[config.mk]
export PLATFORM = sky130hd
export DESIGN_NAME = mips_multicycle_control
export DESIGN_NICKNAME = d
export VERILOG_FILES = /design/src/rtl/mips_multicycle_control.sv
export SDC_FILE = /design/constraint.sdc
export NUM_CORES = 1
export LEC_CHECK = 0
export CORE_MARGIN = 2
export CORE_UTILIZATION = 30
export CTS_CLUSTER_DIAMETER = 40
export DETAILED_ROUTE_END_ITERATION = 8
export PLACE_DENSITY = 0.69
export REMOVE_ABC_BUFFERS = 1
export SLEW_MARGIN = 5
export SYNTH_ARGS = -nofsm -noshare
export SYNTH_HDL_FRONTEND = slang
export SYNTH_SLANG_ARGS = --single-unit
[constraint.sdc]
create_clock -name clock -period 2.9 [get_ports clock]
set_clock_uncertainty 0.05 [all_clocks]
set_input_delay 0.58 -clock clock [delete_from_list [all_inputs] [get_ports clock]]
set_output_delay 0.58 -clock clock [all_outputs]
set_load 0.02 [all_outputs]
[src/rtl/mips_multicycle_control.sv]
// Multicycle MIPS control unit: a per-instruction state machine that drives the
// datapath mux selects and write enables, stalling on the shared memory's ready handshake.
module mips_multicycle_control (
  input  logic       clock,
  input  logic       reset,
  input  logic [5:0] opcode,
  input  logic       mem_ready,
  output logic       reg_dst,
  output logic       alu_src_a,
  output logic [1:0] alu_src_b,
  output logic       mem_to_reg,
  output logic [1:0] pc_src,
  output logic       pc_write,
  output logic       pc_write_cond,
  output logic       ior_d,
  output logic       mem_read,
  output logic       mem_write,
  output logic       ir_write,
  output logic       reg_write,
  output logic [1:0] alu_op,
  output logic       illegal
);

  localparam logic [5:0] OpRtype = 6'b000000;
  localparam logic [5:0] OpLw    = 6'b100011;
  localparam logic [5:0] OpSw    = 6'b101011;
  localparam logic [5:0] OpBeq   = 6'b000100;
  localparam logic [5:0] OpJ     = 6'b000010;
  localparam logic [5:0] OpAddi  = 6'b001000;

  localparam logic [1:0] SrcBReg    = 2'd0;
  localparam logic [1:0] SrcBFour   = 2'd1;
  localparam logic [1:0] SrcBImm    = 2'd2;
  localparam logic [1:0] SrcBImmSh2 = 2'd3;

  localparam logic [1:0] AluAdd   = 2'd0;
  localparam logic [1:0] AluSub   = 2'd1;
  localparam logic [1:0] AluFunct = 2'd2;

  localparam logic [1:0] PcAluResult = 2'd0;
  localparam logic [1:0] PcAluOut    = 2'd1;
  localparam logic [1:0] PcJump      = 2'd2;

  typedef enum logic [3:0] {
    StFetch    = 4'd0,
    StDecode   = 4'd1,
    StMemAddr  = 4'd2,
    StMemRead  = 4'd3,
    StMemWb    = 4'd4,
    StMemWrite = 4'd5,
    StRExec    = 4'd6,
    StRWb      = 4'd7,
    StBranch   = 4'd8,
    StJump     = 4'd9,
    StAddiExec = 4'd10,
    StAddiWb   = 4'd11
  } state_e;

  state_e state_q, state_d;

  always_ff @(posedge clock or posedge reset) begin
    if (reset) begin
      state_q <= StFetch;
    end else begin
      state_q <= state_d;
    end
  end

  always_comb begin
    state_d = StFetch;
    case (state_q)
      StFetch:    state_d = mem_ready ? StDecode : StFetch;
      StDecode: begin
        case (opcode)
          OpLw, OpSw: state_d = StMemAddr;
          OpRtype:    state_d = StRExec;
          OpBeq:      state_d = StBranch;
          OpJ:        state_d = StJump;
          OpAddi:     state_d = StAddiExec;
          default:    state_d = StFetch;
        endcase
      end
      StMemAddr: begin
        if (opcode == OpLw) begin
          state_d = StMemRead;
        end else if (opcode == OpSw) begin
          state_d = StMemWrite;
        end else begin
          state_d = StFetch;
        end
      end
      StMemRead:  state_d = mem_ready ? StMemWb : StMemRead;
      StMemWb:    state_d = StFetch;
      StMemWrite: state_d = mem_ready ? StFetch : StMemWrite;
      StRExec:    state_d = StRWb;
      StRWb:      state_d = StFetch;
      StBranch:   state_d = StFetch;
      StJump:     state_d = StFetch;
      StAddiExec: state_d = StAddiWb;
      StAddiWb:   state_d = StFetch;
      default:    state_d = StFetch;
    endcase
  end

  // Outputs are decoded from state and forced low while reset is high, so an
  // aborted instruction cannot leave a write enable asserted.
  always_comb begin
    reg_dst       = 1'b0;
    alu_src_a     = 1'b0;
    alu_src_b     = SrcBReg;
    mem_to_reg    = 1'b0;
    pc_src        = PcAluResult;
    pc_write      = 1'b0;
    pc_write_cond = 1'b0;
    ior_d         = 1'b0;
    mem_read      = 1'b0;
    mem_write     = 1'b0;
    ir_write      = 1'b0;
    reg_write     = 1'b0;
    alu_op        = AluAdd;
    illegal       = 1'b0;
    if (!reset) begin
      case (state_q)
        StFetch: begin
          mem_read  = 1'b1;
          alu_src_b = SrcBFour;
          ir_write  = mem_ready;
          pc_write  = mem_ready;
        end
        StDecode: begin
          alu_src_b = SrcBImmSh2;
          case (opcode)
            OpLw, OpSw, OpRtype, OpBeq, OpJ, OpAddi: illegal = 1'b0;
            default:                                 illegal = 1'b1;
          endcase
        end
        StMemAddr, StAddiExec: begin
          alu_src_a = 1'b1;
          alu_src_b = SrcBImm;
        end
        StMemRead: begin
          mem_read = 1'b1;
          ior_d    = 1'b1;
        end
        StMemWb: begin
          reg_write  = 1'b1;
          mem_to_reg = 1'b1;
        end
        StMemWrite: begin
          mem_write = 1'b1;
          ior_d     = 1'b1;
        end
        StRExec: begin
          alu_src_a = 1'b1;
          alu_op    = AluFunct;
        end
        StRWb: begin
          reg_write = 1'b1;
          reg_dst   = 1'b1;
        end
        StBranch: begin
          alu_src_a     = 1'b1;
          alu_op        = AluSub;
          pc_write_cond = 1'b1;
          pc_src        = PcAluOut;
        end
        StJump: begin
          pc_write = 1'b1;
          pc_src   = PcJump;
        end
        StAddiWb: begin
          reg_write = 1'b1;
        end
        default: ;
      endcase
    end
  end

endmodule

### Yosys cells after proc, flatten, opt, wreduce, memory -nomap -nowiden

Cells that the tools add are included.

| cells by class | value |
|---|---|
| eq/ne operators | 16 |
| reduce and logical (&&, ||, !) cells | 9 |
| multiplexer cells | 36 |

Operators by type and width:

| operator | number |
|---|---|
| 4-bit case mux with 7 select lines | 1 |
| 1-bit two-way mux | 23 |
| 4-bit case mux with 5 select lines | 1 |
| 4-bit by 3-bit == test with 1-bit output, second input constant | 4 |
| 4-bit == test, second input constant | 4 |
| 6-bit == test, second input constant | 2 |
| 3-bit two-way mux | 4 |
| 4-bit by 2-bit == test with 1-bit output, second input constant | 2 |
| 2-bit case mux with 2 select lines | 2 |
| 2-bit OR reduction | 4 |
| 6-bit by 2-bit == test with 1-bit output, second input constant | 1 |
| 6-bit by 3-bit == test with 1-bit output, second input constant | 1 |
| 6-bit by 4-bit == test with 1-bit output, second input constant | 1 |
| 6-bit zero test | 1 |
| 2-bit two-way mux | 3 |
| 2-bit case mux with 3 select lines | 1 |
| 6-bit OR reduction | 1 |
| 4-bit by 1-bit == test with 1-bit output, second input constant | 1 |
| 4-bit zero test | 1 |
| 4-bit OR reduction | 1 |
| 3-bit OR reduction | 1 |
| 1-bit case mux with 2 select lines | 1 |

| word-level totals | value |
|---|---|
| output and inout port bits | 17 |
| register bits after elaboration | 4 |
| bits of input ports | 9 |

### Longest topological paths before layout

Gate-level depths: netlist of the first run.

| depth | value |
|---|---|
| depth in word-level cells | 5 |
| depth in mapped cells | 6 |
| mapped depth without buffers | 4 |

### Worst setup path before layout of the first run

OpenSTA, ideal clock, no wires.

| timing | value |
|---|---|
| path kind | register to output |
| from | register state_q[1] |
| to | output port illegal |
| setup slack | 0.640 ns |
| stages on the path, launching flop included | 6 |
| arrival | 1.630 ns |
| required time | 2.270 ns |
| cells stage by stage | dfrtp_1 -> buf_6 -> nand2b_1 -> buf_2 -> or4_1 -> a31oi_1 |

| between the ends | value |
|---|---|
| word-level cells in the longest chain between the ends | 3 |

RTL lines:

| what | RTL line | source |
|---|---|---|
| start, declared | 59 | `state_e state_q, state_d;` |
| start signal, assigned | 63 | `state_q <= StFetch;` |
| start signal, assigned | 65 | `state_q <= state_d;` |
| 4-bit by 1-bit == test with 1-bit output | 123 | `case (state_q)` |
| 1-bit two-way mux | 123 |  |
| 1-bit two-way mux | 122 | `if (!reset) begin` |
| end, declared | 21 | `output logic illegal` |

No other way between the ends.

### Final worst setup path of the first run

| timing | value |
|---|---|
| from | input port reset |
| to | output port ir_write |

| between the ends | value |
|---|---|
| word-level cells in the longest chain between the ends | 1 |

RTL lines:

| what | RTL line | source |
|---|---|---|
| start, declared | 5 | `input logic reset,` |
| 1-bit two-way mux | 122 |  |
| end, declared | 18 | `output logic ir_write,` |

No other way between the ends.

==> run metrics, run 1 <==
number of unique standard cell types used by synthesis 38; Synth Area per Inst approximately 7 um^2; classification of the worst-slack hold path reg -> reg; registers with the most flip-flops state_q (4); total detailed-routing wirelength between 1500 and 2000 um; I/O pin count 26; count of filler cells inserted in the layout approximately 160; Synth area leader sky130_fd_sc_hd__dfrtp_1; number of enable-type register cells in the synthesized netlist 0; outcome finished, final reports clean; buffers from clock root to sink, at most 2; final critical-path share of the clock period a little over nine tenths; Core Area about 1700 um^2; share of post-route cells with drive strength above 1 about a fifth; Clock Power Share around 30%; biggest area contributors in the synthesized netlist sky130_fd_sc_hd__dfrtp_1, sky130_fd_sc_hd__nor3_1, sky130_fd_sc_hd__nand2b_1; DIE HEIGHT roughly 47 um; effective utilization at floorplan a little under a third; CTS Buf Count 3; floorplan row count 15; via count of the first global-routing pass 596; flop and latch count out of synthesis 4; Die X-Extent 46.7 um; Clk Latency, worst-skew pair 0.23 ns; RD Place Congestion approximately 0.8; largest net degree at the start of global routing 14; number of vias in the routed layout around 700; sequential-to-total area share from yosys stat a little under a fifth; tightest slew margin relative to the limit about two thirds; total routing resource utilization after global routing 15.7%; startpoint types input port; Synth Flop Type sky130_fd_sc_hd__dfrtp_1; number of optimization iterations in the first detailed-route pass 4; Net Sw Frac approximately a third; initial drt markers 26; Reg power frac 26.3%; Commonest cells post-synth sky130_fd_sc_hd__nor3_1, sky130_fd_sc_hd__nand2_1, sky130_fd_sc_hd__nand2b_1; Top reg by flops state_q; cell family with most CP delay buffers and inverters; via/cell ratio 5.18; reg2reg path depth 5; final number of max-transition violations 0; power share of the combinational group 44.0%; detail-routed net length per standard cell ~12 um; internal power around 150 uW; cell depth of the worst setup path 5; Post-CTS Hold Fix Bufs 0; RSZ-0062 raised after global routing false; HPWL reported at the end of detailed placement between 1000 and 1500 um; post-route minimum period around 2.8 ns; P per Cell Area 247 nW/um^2; number of antenna violations at the first check in global routing 0; Buffers on Ports 25; upper clock frequency limit between 0.3 and 0.4 GHz; nature of the critical path endpoint output port; clock transition at the registers of the reported paths 0.03 ns; clock tree root buffer cell sky130_fd_sc_hd__clkbuf_4; FFs w/ async S/R, synth 100%; library cell with the highest instance count after synthesis sky130_fd_sc_hd__nor3_1; depth of the CTS H-tree 1; power consumption approximately 230 uW; number of flip-flops in the largest register 4; Worst Max-Slew Pin Slew between 0.4 and 0.5 ns; Cells after Synth 76; post-route antenna net violation count 0; Hold Crit Depth 2; final-report hold violation count 0; critical path start-end classification in -> out; Max stage delay on crit path 0.60 ns; CTS tree yes; standard cell with the maximum stage delay on the critical path sky130_fd_sc_hd__clkdlybuf4s50_1; Post-Synthesis Cell Area about 550 um^2; arrival time worst endpoint roughly 2.2 ns; Crit path top cell by count sky130_fd_sc_hd__clkdlybuf4s50_1; count of buffer and inverter cells on the critical path 3; leakage power of the design between 0.0004 and 0.0005 uW; cell-by-cell trace of the critical path clkdlybuf4s50_1, buf_4, nor3_1, and3_1, clkdlybuf4s50_1; Max Fanout on Critical Path 4; worst hold slack after final layout approximately 0.57 ns; post-layout net count ~120; Peak VDD IR 0.0000818 V; max-cap violation count 0; required time at the worst-slack endpoint ~2.3 ns; clk sinks 4; global-route wire length before repair approximately 2400 um; count of endpoints failing setup in the final report 0; GR Overflow Total 0; floorplan die area roughly 2200 um^2; warning count from the yosys run 0; antenna cell count 0; Synth top area share 18.3%; P_sw around 71 uW; DRC violations left 0; Area Growth Syn to Fin 67.4%
## worst min-delay path, delay by kind of cell (launching register included)
kind | cells | cell delay, ns
AO/OA/AOI/OAI | 1 | 0.06
flip-flops | 1 | 0.33
buffers and inverters | 1 | 0.18
## path summary, 6_finish.rpt
path	start	slack [ns]	to
worst min-delay path	state_q[2]$_DFF_PP0_	0.57	state_q[3]$_DFF_PP0_
worst min register to register	state_q[2]$_DFF_PP0_	0.57	state_q[3]$_DFF_PP0_
worst max register to register	state_q[2]$_DFF_PP0_	1.25	state_q[1]$_DFF_PP0_
min in group asynchronous	reset	0.80	state_q[0]$_DFF_PP0_
max in group asynchronous	reset	1.85	state_q[3]$_DFF_PP0_
worst max-delay path	reset	0.06	ir_write
## logic make-up after synthesis
kind of cell | after synthesis | share of synthesized area (%)
simple gates | 45 | 48.4
flops | 4 | 18.3
xor+xnor | 2 | 3.20
buf+inv | 9 | 8.90
compound gates | 16 | 21.2
## power by group through the flow
stage | registers, uW | clock network (uW) | logic, uW
5_1_grt | 59.7 | 71.6 | 107
2_1_floorplan | 63.9 | 0 | 41.6
6_report | 59.5 | 67.3 | 99.7
4_1_cts | 59.5 | 70.9 | 99.4
3_5_place_dp | 60.1 | 0 | 101
3_3_place_gp | 60.0 | 0 | 100
## per-stage QoR
stage	setup TNS, ns	setup slack [ns]	std cells	cell area [um^2]	utilization, %
CTS	0	0.0222	135	910	52.7
global route	0	0.00424	135	917	53.1
global placement	-0.0877	-0.0705	132	890	51.5
detailed placement	-0.163	-0.116	132	890	51.5
floorplan	0	0.664	68	503	-
finish	0	0.0627	135	917	53.1
## area by class of cell
| type | instances | area, um^2 | share of cell area, % |
|---|---|---|---|
| multi-input cells | 63 | 399 | 43.5 |
| well taps | 25 | 31.3 | 3.41 |
| inverters | 1 | 3.75 | 0.409 |
| repair buffers | 39 | 360 | 39.3 |
| clock buffers | 3 | 22.5 | 2.46 |
| flip-flops and latches | 4 | 100 | 10.9 |
## per-layer routing
| layer | global-route usage [%] | vias to the layer above | routed length, um |
|---|---|---|---|
| met5 | 0 | - | 0 |
| met4 | 10.6 | 0 | 0 |
| met3 | 1.54 | 0 | 37 |
| met2 | 24.4 | 8 | 835 |
| met1 | 20.5 | 338 | 742 |
| li1 | - | 353 | - |
## cell usage in the layout, fill, tap and decap left out, types with 3 or more instances in the layout
cell type	synthesis	layout
sky130_fd_sc_hd__buf_4	1	14
sky130_fd_sc_hd__nor3_1	11	11
sky130_fd_sc_hd__nor2b_1	3	3
sky130_fd_sc_hd__dfrtp_1	4	4
sky130_fd_sc_hd__nand2b_1	5	5
sky130_fd_sc_hd__dlymetal6s2s_1	0	3
sky130_fd_sc_hd__nor2_1	3	3
sky130_fd_sc_hd__nand2_1	7	7
sky130_fd_sc_hd__clkdlybuf4s50_1	0	20
sky130_fd_sc_hd__clkbuf_4	0	3
## timing repair
item | CTS | global route
setup buffers | 0 | 0
setup endpoints to repair | 2 | 3
gates resized for setup | 2 | 3
No activity file was read; power rests on OpenSTA's default activity.
==> run 2: changes to the inputs <==
CORE_UTILIZATION = 37   (was 30)
PLACE_DENSITY = 0.85   (was 0.69)
==> run 2 against run 1 <==
  * Routed wire length up 6.8%
  * Critical path type unchanged
  * Critical endpoint is now illegal
  * Count of clock-buffer cells in the layout unchanged
  * Power up 1.3%
  * Critical path depth up 1
  * Sequential share of layout area up 0.17 points
  * Register-to-register slack worse by 0.05 ns
==> run metrics, run 2 (synthesis results as in run 1) <==
outcome finished, final reports clean; Core Area around 1400 um^2; Hold Crit Depth 2; leakage power of the design just under 0.0004 uW; DIE HEIGHT 42.5 um; clock tree root buffer cell sky130_fd_sc_hd__clkbuf_4; max-cap violation count 0; required time at the worst-slack endpoint about 2.3 ns; number of optimization iterations in the first detailed-route pass 4; Die X-Extent around 42 um; post-route minimum period about 2.8 ns; Top reg by flops state_q; total routing resource utilization after global routing between 20% and 30%; share of post-route cells with drive strength above 1 20.0%; most frequent standard cell in the layout excluding fill and tap cells sky130_fd_sc_hd__clkdlybuf4s50_1; nature of the critical path endpoint output port; count of filler cells inserted in the layout around 130; Peak VDD IR 0.000114 V; P per Cell Area roughly 250 nW/um^2; tightest slew margin relative to the limit between 60% and 70%; clk sinks 4; reg2reg path depth 5; worst hold slack after final layout between 0.5 and 0.6 ns; post-layout net count approximately 120; total detailed-routing wirelength between 1500 and 2000 um; HPWL reported at the end of detailed placement 1380 um; initial drt markers 16; CTS Buf Count 3; final number of max-transition violations 0; met2 Track Usage GR between 30% and 40%; via count of the first global-routing pass ~660; final-report hold violation count 0; floorplan die area roughly 1800 um^2; post-route antenna net violation count 0; cell area after layout about 900 um^2; met3 track demand over resource 1.29%; clock transition at the registers of the reported paths roughly 0.040 ns; detail-routed net length per standard cell around 14 um; DRC violations left 0; Post-CTS Hold Fix Bufs 0; depth of the CTS H-tree 1; critical path start-end classification in -> out; antenna cell count 0; Max Fanout on Critical Path 6; GR peak layer met2; largest net degree at the start of global routing 14; number of flip-flops in the largest register 4; RD Place Congestion about 0.84; met1 track demand over resource about 28%; startpoint types input port; number of antenna violations at the first check in global routing 0; commonest non-fill, non-tap cells in the layout sky130_fd_sc_hd__clkdlybuf4s50_1, sky130_fd_sc_hd__buf_4, sky130_fd_sc_hd__nor3_1; cell area after placement 877 um^2; Clk Latency, worst-skew pair between 0.2 and 0.25 ns; final critical-path share of the clock period 98.0%; via/cell ratio 5.66; RSZ-0062 raised after global routing false; count of endpoints failing setup in the final report 0; Worst Max-Slew Pin Slew between 0.5 and 0.6 ns; Buffers on Ports 25; GR Overflow Total 0; floorplan row count 13; upper clock frequency limit between 0.3 and 0.4 GHz; I/O pin count 26; effective utilization at floorplan 40.6%; classification of the worst-slack hold path reg -> reg; registers with the most flip-flops state_q (4); global-route wire length before repair around 2900 um; number of setup buffers added after CTS 0; Area Growth Syn to Fin 64.8%; number of vias in the routed layout 707; buffers from clock root to sink, at most 2; CTS tree yes; arrival time worst endpoint 2.21 ns
run 2: cell count changes in the layout (fill, tap and decap cells not counted):
cell,before,now
sky130_fd_sc_hd__dlymetal6s2s_1,3,1
sky130_fd_sc_hd__dlygate4sd1_1,0,1
sky130_fd_sc_hd__nor3_1,11,10
sky130_fd_sc_hd__nor3_2,0,1
sky130_fd_sc_hd__clkdlybuf4s50_1,20,21
run 2: repair_timing:
item	CTS	global route
gates resized for setup	4	3
hold endpoints to repair	0	0
endpoints found under the setup margin	5	2
run 2: layout make-up:
type,count,area [um^2],share of cell area (%)
multi-input combinational,63,404,44.7
sequential,4,100,11.1
inverter,1,3.75,0.416
clock buffer,3,22.5,2.49
timing repair buffer,39,354,39.2
tap,15,18.8,2.08
run 2: power by group:
group | switching (uW) | internal (uW)
Combinational | 51.0 | 50.4
Sequential | 1.05 | 58.4
Clock | 22.3 | 46.3
run 2: worst paths after layout:
kind / slack (ns) / from / to
max: 0.06 / opcode[1] / illegal
max in group asynchronous: 1.79 / reset / state_q[1]$_DFF_PP0_
min in group asynchronous: 0.85 / reset / state_q[2]$_DFF_PP0_
max reg2reg: 1.20 / state_q[2]$_DFF_PP0_ / state_q[2]$_DFF_PP0_
min: 0.57 / state_q[2]$_DFF_PP0_ / state_q[3]$_DFF_PP0_
min reg2reg: 0.57 / state_q[2]$_DFF_PP0_ / state_q[3]$_DFF_PP0_
run 2: through the flow:
stage	total power, uW	setup WS [ns]	setup TNS [ns]	util (%)	std cells
2_1_floorplan	106	0.664	0	-	68
3_3_place_gp	159	-0.123	-0.179	65.0	122
3_5_place_dp	161	-0.215	-0.346	65.0	122
4_1_cts	231	0.0612	0	66.7	125
5_1_grt	241	0.00220	0	66.9	125
6_report	229	0.0569	0	66.9	125
run 2: worst max-delay path, cell delays in order:
cell                              delay (ns)
sky130_fd_sc_hd__clkdlybuf4s50_1        0.52
sky130_fd_sc_hd__nand3_2                0.13
sky130_fd_sc_hd__nor3_1                 0.05
sky130_fd_sc_hd__or4_1                  0.41
sky130_fd_sc_hd__a31oi_1                0.19
sky130_fd_sc_hd__dlygate4sd1_1          0.34
run 2: layer usage:
metal  share of wire, %  vias up
li1                   -      349
met1                 42      338
met2                 54       20
met3                3.7        0
met4                  0        0
met5                  0        -
